--- config.mk ---
export PLATFORM = sky130hd
export DESIGN_NAME = memwb_skid_reg
export DESIGN_NICKNAME = d
export VERILOG_FILES = /design/src/rtl/memwb_skid_reg.sv
export SDC_FILE = /design/constraint.sdc
export NUM_CORES = 1
export LEC_CHECK = 0
export ABC_AREA = 1
export CAP_MARGIN = 20
export CORE_MARGIN = 3
export CORE_UTILIZATION = 40
export DETAILED_ROUTE_END_ITERATION = 7
export GPL_ROUTABILITY_DRIVEN = 1
export PLACE_DENSITY_LB_ADDON = 0.25
export RECOVER_POWER = 25
export SYNTH_ARGS = -nofsm -noshare
export SYNTH_HDL_FRONTEND = slang
export SYNTH_SLANG_ARGS = --single-unit
--- constraint.sdc ---
create_clock -name clk -period 2 [get_ports clk]
set_clock_uncertainty 0.2 [all_clocks]
set_input_delay 0.4 -clock clk [delete_from_list [all_inputs] [get_ports clk]]
set_output_delay 0.4 -clock clk [all_outputs]
set_load 0.01 [all_outputs]
--- src/rtl/memwb_skid_reg.sv ---
// memwb_skid_reg
//   MEM/WB pipeline stage built as a 2-entry skid buffer. The memory stage
//   pushes beats with in_valid/in_ready and writeback pops them with
//   out_valid/out_ready. in_ready is derived only from registered state, so
//   writeback back-pressure (out_ready) never reaches the memory stage
//   combinationally.
//
// Ports
//   clk, rst_n          clock, asynchronous active-low reset
//   flush               synchronous squash of all buffered beats
//   in_valid/in_ready   upstream handshake
//   *_in                beat fields (RegWrite, ret, mem_to_reg, rd, mem data,
//                       ALU result, HALT)
//   out_valid/out_ready downstream handshake on the head entry
//   *_out               head entry fields; RegWrite/ret/HALT gated by out_valid
//   wb_data_out         mem_to_reg_out ? mem_read_data_out : alu_result_out
//   halted              sticky, set once a HALT beat has been consumed
//   occupancy           number of buffered beats (0..2)
module memwb_skid_reg #(
  parameter int DATA_W = 16,
  parameter int REG_AW = 4
) (
  input  logic              clk,
  input  logic              rst_n,
  input  logic              flush,
  input  logic              in_valid,
  output logic              in_ready,
  input  logic              RegWrite_in,
  input  logic              ret_in,
  input  logic              mem_to_reg_in,
  input  logic [REG_AW-1:0] reg_rd_in,
  input  logic [DATA_W-1:0] mem_read_data_in,
  input  logic [DATA_W-1:0] alu_result_in,
  input  logic              HALT_in,
  output logic              out_valid,
  input  logic              out_ready,
  output logic              RegWrite_out,
  output logic              ret_out,
  output logic              mem_to_reg_out,
  output logic [REG_AW-1:0] reg_rd_out,
  output logic [DATA_W-1:0] mem_read_data_out,
  output logic [DATA_W-1:0] alu_result_out,
  output logic [DATA_W-1:0] wb_data_out,
  output logic              HALT_out,
  output logic              halted,
  output logic [1:0]        occupancy
);

  typedef struct packed {
    logic              rw;
    logic              ret;
    logic              m2r;
    logic [REG_AW-1:0] rd;
    logic [DATA_W-1:0] mem;
    logic [DATA_W-1:0] alu;
    logic              halt;
  } beat_t;

  beat_t h_q, h_d, s_q, s_d, in_beat;
  logic  hv_q, hv_d, sv_q, sv_d;
  logic  pend_q, pend_d, halted_q, halted_d;
  logic  accept, consume;

  assign in_beat = '{rw: RegWrite_in, ret: ret_in, m2r: mem_to_reg_in,
                     rd: reg_rd_in, mem: mem_read_data_in,
                     alu: alu_result_in, halt: HALT_in};

  // Registered state only: no path from out_ready.
  assign in_ready = !sv_q && !pend_q && !halted_q;
  assign accept   = in_valid && in_ready;
  assign consume  = hv_q && out_ready;

  always_comb begin
    h_d      = h_q;
    s_d      = s_q;
    hv_d     = hv_q;
    sv_d     = sv_q;
    pend_d   = pend_q;
    halted_d = halted_q;

    // A HALT beat can't be accepted while another is pending, so the
    // clear and set below never collide on the same beat.
    if (consume && h_q.halt) begin
      halted_d = 1'b1;
      pend_d   = 1'b0;
    end
    if (accept && in_beat.halt) pend_d = 1'b1;

    // S is only ever valid while H is valid.
    if (!hv_q) begin
      if (accept) begin
        h_d  = in_beat;
        hv_d = 1'b1;
      end
    end else if (!consume) begin
      if (accept) begin
        s_d  = in_beat;
        sv_d = 1'b1;
      end
    end else if (sv_q) begin
      h_d  = s_q;            // in_ready is 0 here, so no accept competes
      sv_d = 1'b0;
    end else if (accept) begin
      h_d  = in_beat;
    end else begin
      hv_d = 1'b0;
    end

    // Flush wins over any accept but leaves a same-cycle consume (and the
    // halted update above) intact. Stale fields are harmless once invalid.
    if (flush) begin
      hv_d   = 1'b0;
      sv_d   = 1'b0;
      pend_d = 1'b0;
    end
  end

  always_ff @(posedge clk or negedge rst_n) begin
    if (!rst_n) begin
      h_q      <= '0;
      s_q      <= '0;
      hv_q     <= 1'b0;
      sv_q     <= 1'b0;
      pend_q   <= 1'b0;
      halted_q <= 1'b0;
    end else begin
      h_q      <= h_d;
      s_q      <= s_d;
      hv_q     <= hv_d;
      sv_q     <= sv_d;
      pend_q   <= pend_d;
      halted_q <= halted_d;
    end
  end

  assign out_valid         = hv_q;
  assign RegWrite_out      = h_q.rw   & hv_q;
  assign ret_out           = h_q.ret  & hv_q;
  assign HALT_out          = h_q.halt & hv_q;
  assign mem_to_reg_out    = h_q.m2r;
  assign reg_rd_out        = h_q.rd;
  assign mem_read_data_out = h_q.mem;
  assign alu_result_out    = h_q.alu;
  assign wb_data_out       = h_q.m2r ? h_q.mem : h_q.alu;
  assign halted            = halted_q;
  assign occupancy         = {1'b0, hv_q} + {1'b0, sv_q};

endmodule

# Word level (Yosys, flattened, before mapping)
# Cells that the tools add are included.
[totals]
ff_bits = 84
ramBits = 0
word_cells = 55
mem_count = 0
rom_bits = 0
latch_bits = 0
input_bits = 45
[op_classes]
n_eq_ne = 1
magnitude_cmp = 0
mux = 17
n_reduce_logical = 14
n_div = 0
bitwise_logic = 4
shift = 0
mul = 0
add_sub_neg = 1
[op_table]
columns = ["operator", "n"]
rows = [
  ["$mux W40", 4],
  ["$mux W16", 1],
  ["$mux W1", 12],
  ["$logic_and A1 B1 Y1", 6],
  ["$reduce_bool A3 Y1", 2],
  ["$and A1 B1 Y1", 3],
  ["$logic_not A1 Y1", 3],
  ["$reduce_and A3 Y1", 1],
  ["$add A1 B1 Y2", 1],
  ["$ne A2 B1 Y1 const B", 1],
  ["$reduce_and A2 Y1", 1],
  ["$reduce_bool A2 Y1", 1],
  ["$not A1 Y1", 1],
]

# Depth between registers and ports, before layout
# Gate-level depths: netlist of the first run.
[logic_depth]
word_depth = 9
ltp_mapped = 7

# Worst setup path before layout of the first run
# Ideal clock, no wire load.
[synth_timing]
path_kind = "reg-to-output"
from = "reg h_q, in the netlist mem_to_reg_out"
to = "out wb_data_out[10]"
path_stages_with_launch = 4
n_path_buf = 2
required_time_ps = 1400
slack_ps = 240
arrival_ps = 1160
cell_sequence = "dfrtp_1 > buf_2 > buf_2 > mux2_2"
[synth_via]
elab_chain_cells = 1
[synth_lines]
columns = ["element", "line", "text"]
rows = [
  ["start: declaration", "59", "beat_t h_q, h_d, s_q, s_d, in_beat;"],
  ["start signal: assignment", "120", "h_q <= '0;"],
  ["start signal: assignment", "127", "h_q <= h_d;"],
  ["$mux W16", "144", "assign wb_data_out = h_q.m2r ? h_q.mem : h_q.alu;"],
  ["end: declaration", "43", "output logic [DATA_W-1:0] wb_data_out,"],
]
# No other way between the ends.

# Worst setup path after layout of the first run
[layout_timing]
from = "reg h_q, in the netlist mem_to_reg_out"
to = "out wb_data_out[2]"
# The elaborated chain is that of the path after synthesis.

==> reports/qor.yml, run 1 <==
die_area_mm2: 0.01232
layoutNonFillerInstCount: 755
period_minus_slack_ns: 2.075
critical_path_source_type: "flip-flop"
worst_hold_startpoint: "reg_rd_out[0]$_DFFE_PN0P_"
pre_cts_slack_ns: -0.01554
detailroute.via_count: 3916
chipWidth_um: 111.0
syn_area_mm2: 0.004409
effective_utilization_at_floorplan: 0.4196
core-area_mm2: 0.01051
timing.final.max_slew_violations: 0
yosys.area.top_type: "sky130_fd_sc_hd__dfrtp_1"
achievable-frequency_mhz: 481.9
wl_um: 12500
async_reset_ff_frac: 1.000
maxCapViolCount: 0
layout.nets: 660
path_common_cell: "sky130_fd_sc_hd__buf_6"
routabilityCongestion: 0.7735
antenna_cells_inserted: 0
yosys_most_used_dff: "sky130_fd_sc_hd__dfrtp_1"
num_io_pins: 106
final_layout_size_suffix_gt1_frac: 0.1583
worstRegToRegCells: 10
grtUsageTotal: 0.1909
leakage_uw: 0.003079
ctsRootBufferMaster: "sky130_fd_sc_hd__clkbuf_8"
timing.critical_path.from: "mem_to_reg_out$_DFFE_PN0P_"
synth.yosys.seq_area_share: 0.4767
hpwl_um: 7782
worst_r2r_startpoint: "sv_q$_DFFE_PN0P_"
cts_max_path_buffers: 2
post-synth-top-area-fraction: 0.4767
fraction_of_the_cycle_the_final_worst_path_needs: 1.038
area.growth.synth_to_final_pct: 33.37
yosys_warnings: 0
cts_tree: "built"
grt_overflow: 0
clock_sink_count: 84
std_cell_rows: 37
fill_cells: 948
setup.reg_to_reg.worst_slack_ns: 0.06
setup_viol_count_final: 14
synthesis.area_per_instance_um2: 8.351
number_of_global_route_vias_before_repair: 3714
detail_route.drc_violations: 0
postLayoutCoreUtil: 0.5596
route.antenna.remaining_nets: 0
failed_checks: "setup timing"
wl_per_cell_um: 16.56
timing.critical_path.buf_inv: 3
min-delay-path-class: "reg2reg"
worst_pin_slew_ns: 0.6814
crit_fanout: 4
unrepaired_setup_endpoints_after_global_routing: "yes"
worstSetupEndpointType: "output pin"
critical_path.endpoint: "wb_data_out[2]"
slew_headroom: 0.5457
grt_first_pass_wirelength_um: 19280
synth_edf_count: 0
grt_antenna_before_repair: 0
timing.final.ws_setup_ns: -0.07508
finalHoldViolCount: 0
worstPathArrival_ns: 1.48
timing.setup.critical_path_class: "reg2out"
h_tree_depth: 3
number_of_nets_in_the_synthesized_netlist: 574
worstReg2RegEnd: "s_q[19]$_DFFE_PN0P_"
postSynthCellCount: 528
yosys-top-cells-area: "sky130_fd_sc_hd__dfrtp_1 48%, sky130_fd_sc_hd__nand2_1 14%, sky130_fd_sc_hd__buf_4 6.6%"
viasPerCell: 5.187
power_density_mw_per_mm2: 513.6
cp_top_family: "buffers and inverters"
critical_path.max_stage_delay_ns: 0.41
yosys-top-cells-count: "168 x sky130_fd_sc_hd__nand2_1, 84 x sky130_fd_sc_hd__dfrtp_1, 58 x sky130_fd_sc_hd__nand3_1"
outcome: "finished with violations"
sequence_of_cells_on_the_critical_path: "buf_6 -> clkbuf_16 -> mux2_4 -> buf_6"
die_h_um: 111.0
grt_max_degree: 55
clk_pin_slew_ns: 0.09
dp.cells: 721
buffer_ports.inserted: 105
worstSetupPathDepth: 4
cts_made_buffers: 9
worstSkewPairLatency_ns: 0.35
irDropWorstVdd_uv: 263.3
dr_iter_0_viols: 185
worst_endpoint_required_time_ns: 1.40
synth.most_common_cell: "sky130_fd_sc_hd__nand2_1"
worst_path_max_delay_cell: "sky130_fd_sc_hd__dfrtp_1"
drtPass1Iterations: 4
yosys.cell_types.count: 24
ys_seq_elements: 84
metrics by stage:
stage / instance area (um^2) / TNS, ns / power (uW) / hold WS [ns]
after global placement: 5468 / 0 / 1931 / 0.04208
final: 5881 / -0.6043 / 3020 / 0.2783
after global routing: 5881 / -1.555 / 3137 / 0.3117
after CTS: 5683 / -0.7661 / 3059 / 0.2012
after detailed placement: 5468 / -0.01554 / 1935 / 0.04382
after floorplan: 4409 / 0 / 1776 / -0.09559
worst min path at each step:
stage | to | slack (ns) | depth (start not counted)
floorplan | alu_result_out[0]$_DFFE_PN0P_ | -0.1 | 0
global placement | mem_read_data_out[3]$_DFFE_PN0P_ | 0.04 | 1
CTS | pend_q$_DFFE_PN0P_ | 0.20 | 2
global route | reg_rd_out[2]$_DFFE_PN0P_ | 0.31 | 2
finish | reg_rd_out[0]$_DFFE_PN0P_ | 0.28 | 2
detailed placement | pend_q$_DFFE_PN0P_ | 0.04 | 1
what timing repair did:
item | in CTS | in global routing
gates cloned | 1 | 5
setup endpoints to repair | 25 | 73
pin swaps | 0 | 2
setup buffers | 4 | 8
gates resized for setup | 81 | 23
endpoints found under the hold margin | 84 | 0
hold buffers | 1 | 0
metal layers:
metal,wire [um],GRT usage,up-vias
li1,-,-,1876
met1,5756,0.2681,1889
met2,5945,0.3078,142
met3,678,0.03002,9
met4,120,0.05090,0
met5,0,0,-
placed cells by master, fill, tap and decap left out, drive strengths merged:
master and n:
clkinvlp 1, a21oi 14, clkdlybuf4s15 1, nand3 59, inv 24, o21ai 27, nor3 1, ha 1
clkdlybuf4s50 80, clkbuf 15, dlygate4sd3 1, buf 54, o21a 28, dlygate4sd2 7, clkinv 4, nand2 171
nor2 4, a31oi 1, mux2 16, nand4 13, dfrtp 84, o22ai 13
kinds of logic (layout without fill, tap and decap cells):
| group | count (synthesis) | after routing | share of synthesized area |
|---|---|---|---|
| adders and majority gates | 1 | 1 | 0.002837 |
| DFF | 84 | 84 | 0.4767 |
| AOI/OAI and AO/OA | 83 | 83 | 0.1141 |
| and+or+nand+nor | 248 | 248 | 0.2435 |
| muxes | 16 | 16 | 0.04086 |
| buffers and inverters | 96 | 187 | 0.1220 |
power by group:
| group | switching [uW] | total [uW] | internal [uW] |
|---|---|---|---|
| sequential | 7.81 | 1710 | 1700 |
| clock | 660 | 1130 | 467 |
| combinational | 81.7 | 182 | 100 |
| total | 750 | 3020 | 2270 |
sequential cells by signal, indices dropped and copies added (netlist names):
register / cells
s_q: 40
alu_result_out: 16
mem_read_data_out: 16
reg_rd_out: 4
h_q: 3
halted: 1
mem_to_reg_out: 1
out_valid: 1
pend_q: 1
sv_q: 1
tightest hold or removal path: stages (launching register included):
cell and delay (ns):
sky130_fd_sc_hd__dfrtp_1 0.36, sky130_fd_sc_hd__nand2_1 0.05, sky130_fd_sc_hd__nand2_1 0.04
layout make-up:
class                           count  area, um^2  area share
Clock buffer                        9       123.9     0.02106
Clock inverter                      7       56.30    0.009574
Inverter                           22       82.58     0.01404
Multi-Input combinational cell    348        1815      0.3087
Sequential cell                    84        2103      0.3577
Tap cell                          136       170.2     0.02894
Timing Repair Buffer              149        1529      0.2600
(Power assumes the default switching activity.)
==> run 2: changes to the inputs <==
--- a/config.mk
+++ b/config.mk
@@ -10,9 +10,10 @@
 export CORE_MARGIN = 3
 export CORE_UTILIZATION = 40
 export DETAILED_ROUTE_END_ITERATION = 7
-export GPL_ROUTABILITY_DRIVEN = 1
+export GPL_ROUTABILITY_DRIVEN = 0
 export PLACE_DENSITY_LB_ADDON = 0.25
 export RECOVER_POWER = 25
+export SKIP_CTS_REPAIR_TIMING = 1
 export SYNTH_ARGS = -nofsm -noshare
 export SYNTH_HDL_FRONTEND = slang
 export SYNTH_SLANG_ARGS = --single-unit
==> run 2 against run 1 <==
Effect of this change: combinational power hardly changed; worst hold slack hardly changed; largest power group unchanged; count of clock-buffer cells in the layout stayed put; via count is 2.6% lower; critical path depth is 1 higher; critical path type unchanged; the flow still finishes with violations (setup timing).
==> reports/qor.yml, run 2 (same netlist as run 1, synthesis figures left out) <==
unrepaired_setup_endpoints_after_global_routing: "yes"
layout_commonest_cell: "sky130_fd_sc_hd__nand2_1"
dp.cells: 721
power_density_mw_per_mm2: 526.2
crit_fanout: 8
final_layout_size_suffix_gt1_frac: 0.1473
worst_endpoint_required_time_ns: 1.40
critical_path_source_type: "flip-flop"
post-route-cell-area_mm2: 0.005744
effective_utilization_at_floorplan: 0.4196
chipWidth_um: 111.0
num_io_pins: 106
fraction_of_the_cycle_the_final_worst_path_needs: 1.098
achievable-frequency_mhz: 455.6
viasPerCell: 5.107
die_h_um: 111.0
wl_um: 11710
grt_max_degree: 55
clock_sink_count: 84
cts_made_buffers: 9
leakage_uw: 0.003081
grt_first_pass_wirelength_um: 18880
grtUsageTotal: 0.1859
std_cell_rows: 37
number_of_global_route_vias_before_repair: 3691
worst_r2r_startpoint: "sv_q$_DFFE_PN0P_"
cts_tree: "built"
worstSetupEndpointType: "output pin"
worstReg2RegEnd: "s_q[27]$_DFFE_PN0P_"
finalHoldViolCount: 0
worstPathArrival_ns: 1.60
die_area_mm2: 0.01232
layout.nets: 652
core-area_mm2: 0.01051
ctsRootBufferMaster: "sky130_fd_sc_hd__clkbuf_8"
detailroute.via_count: 3815
detail_route.drc_violations: 0
hold-path-endpoint: "reg_rd_out[0]$_DFFE_PN0P_"
buffer_ports.inserted: 105
wl_per_cell_um: 15.67
whs_ns: 0.2785
worst_hold_startpoint: "reg_rd_out[0]$_DFFE_PN0P_"
timing.final.max_slew_violations: 0
antenna_cells_inserted: 0
area.growth.synth_to_final_pct: 30.28
period_minus_slack_ns: 2.195
setup.reg_to_reg.worst_slack_ns: 0.14
register_with_the_most_flip_flops: "s_q"
mostFrequentLayoutCells: "168 x sky130_fd_sc_hd__nand2_1, 82 x sky130_fd_sc_hd__dfrtp_1, 80 x sky130_fd_sc_hd__clkdlybuf4s50_1"
grt_overflow: 0
cts_max_path_buffers: 2
multi_input_logic_area_mm2: 0.001780
dr_iter_0_viols: 196
postPlaceCellArea_mm2: 0.005468
largest_reg_flops: 40
irDropWorstVdd_uv: 263.1
min-delay-path-class: "reg2reg"
worst_pin_slew_ns: 0.6891
route.antenna.remaining_nets: 0
reg_area_mm2: 0.002105
failed_checks: "setup timing"
slew_headroom: 0.5406
drtPass1Iterations: 4
whs_path_cells: 2
fill_cells: 978
hpwl_um: 7782
maxCapViolCount: 0
worstSkewPairLatency_ns: 0.35
timing.final.ws_setup_ns: -0.1951
layoutNonFillerInstCount: 747
setup_viol_count_final: 14
clk_pin_slew_ns: 0.09
h_tree_depth: 3
grt_antenna_before_repair: 0
worstRegToRegCells: 8
timing.setup.critical_path_class: "reg2out"
outcome: "finished with violations"
==> run 2: cell count changes in the layout (fill, tap and decap cells not counted), sizes merged <==
cell	previous run	this run
dlygate4sd2	7	0
clkdlybuf4s15	1	0
buf	54	40
clkbuf	15	20
dlymetal6s2s	0	9
==> run 2: critical path: stages (launching register included) <==
cell	delay, ns
sky130_fd_sc_hd__dfrtp_2	0.44
sky130_fd_sc_hd__buf_6	0.12
sky130_fd_sc_hd__clkbuf_16	0.16
sky130_fd_sc_hd__buf_4	0.13
sky130_fd_sc_hd__mux2_2	0.27
sky130_fd_sc_hd__buf_6	0.12
==> run 2: area by class of cell <==
type / count / share of cell area
flip-flops and latches: 84 / 0.3664
repair buffers: 141 / 0.2483
inverters: 22 / 0.01438
well taps: 136 / 0.02962
clock inverters: 7 / 0.009802
clock buffers: 9 / 0.02156
multi-input cells: 348 / 0.3100
==> run 2: power by group <==
| group | switching, uW | internal [uW] | total [uW] |
|---|---|---|---|
| clock | 665 | 467 | 1130 |
| combinational | 81.6 | 97.3 | 179 |
| sequential | 7.66 | 1700 | 1710 |
==> run 2: worst max-delay path by stage <==
stage,from,endpoint,cells after the start
global placement,out_ready,reg_rd_out[3]$_DFFE_PN0P_,8
floorplan,mem_to_reg_out$_DFFE_PN0P_,wb_data_out[10],3
detailed placement,out_ready,h_q[0]$_DFFE_PN0P_,8
CTS,mem_to_reg_out$_DFFE_PN0P_,wb_data_out[0],3
global route,mem_to_reg_out$_DFFE_PN0P_,wb_data_out[0],5
finish,mem_to_reg_out$_DFFE_PN0P_,wb_data_out[0],5
==> run 2: through the flow <==
| stage | setup slack, ns | power (uW) | util | setup TNS [ns] |
|---|---|---|---|---|
| finish | -0.1951 | 3023 | 0.5466 | -0.9504 |
| global route | -0.2364 | 3145 | 0.5466 | -1.619 |
| CTS | -0.3692 | 3056 | 0.5374 | -6.767 |
| detailed placement | -0.01554 | 1935 | 0.5203 | -0.01554 |
| global placement | 0.04128 | 1931 | 0.5203 | 0 |
| floorplan | 0.2400 | 1776 | - | 0 |
==> run 2: routing by layer <==
metal  up-vias  share of wire  routed length [um]  GRT usage
met1      1823           0.46                5380     0.2612
met3         7          0.059                 687    0.03002
li1       1863              -                   -          -
met4         0         0.0080                  94    0.05172
met5         -              0                   0          0
met2       122           0.47                5547     0.2981
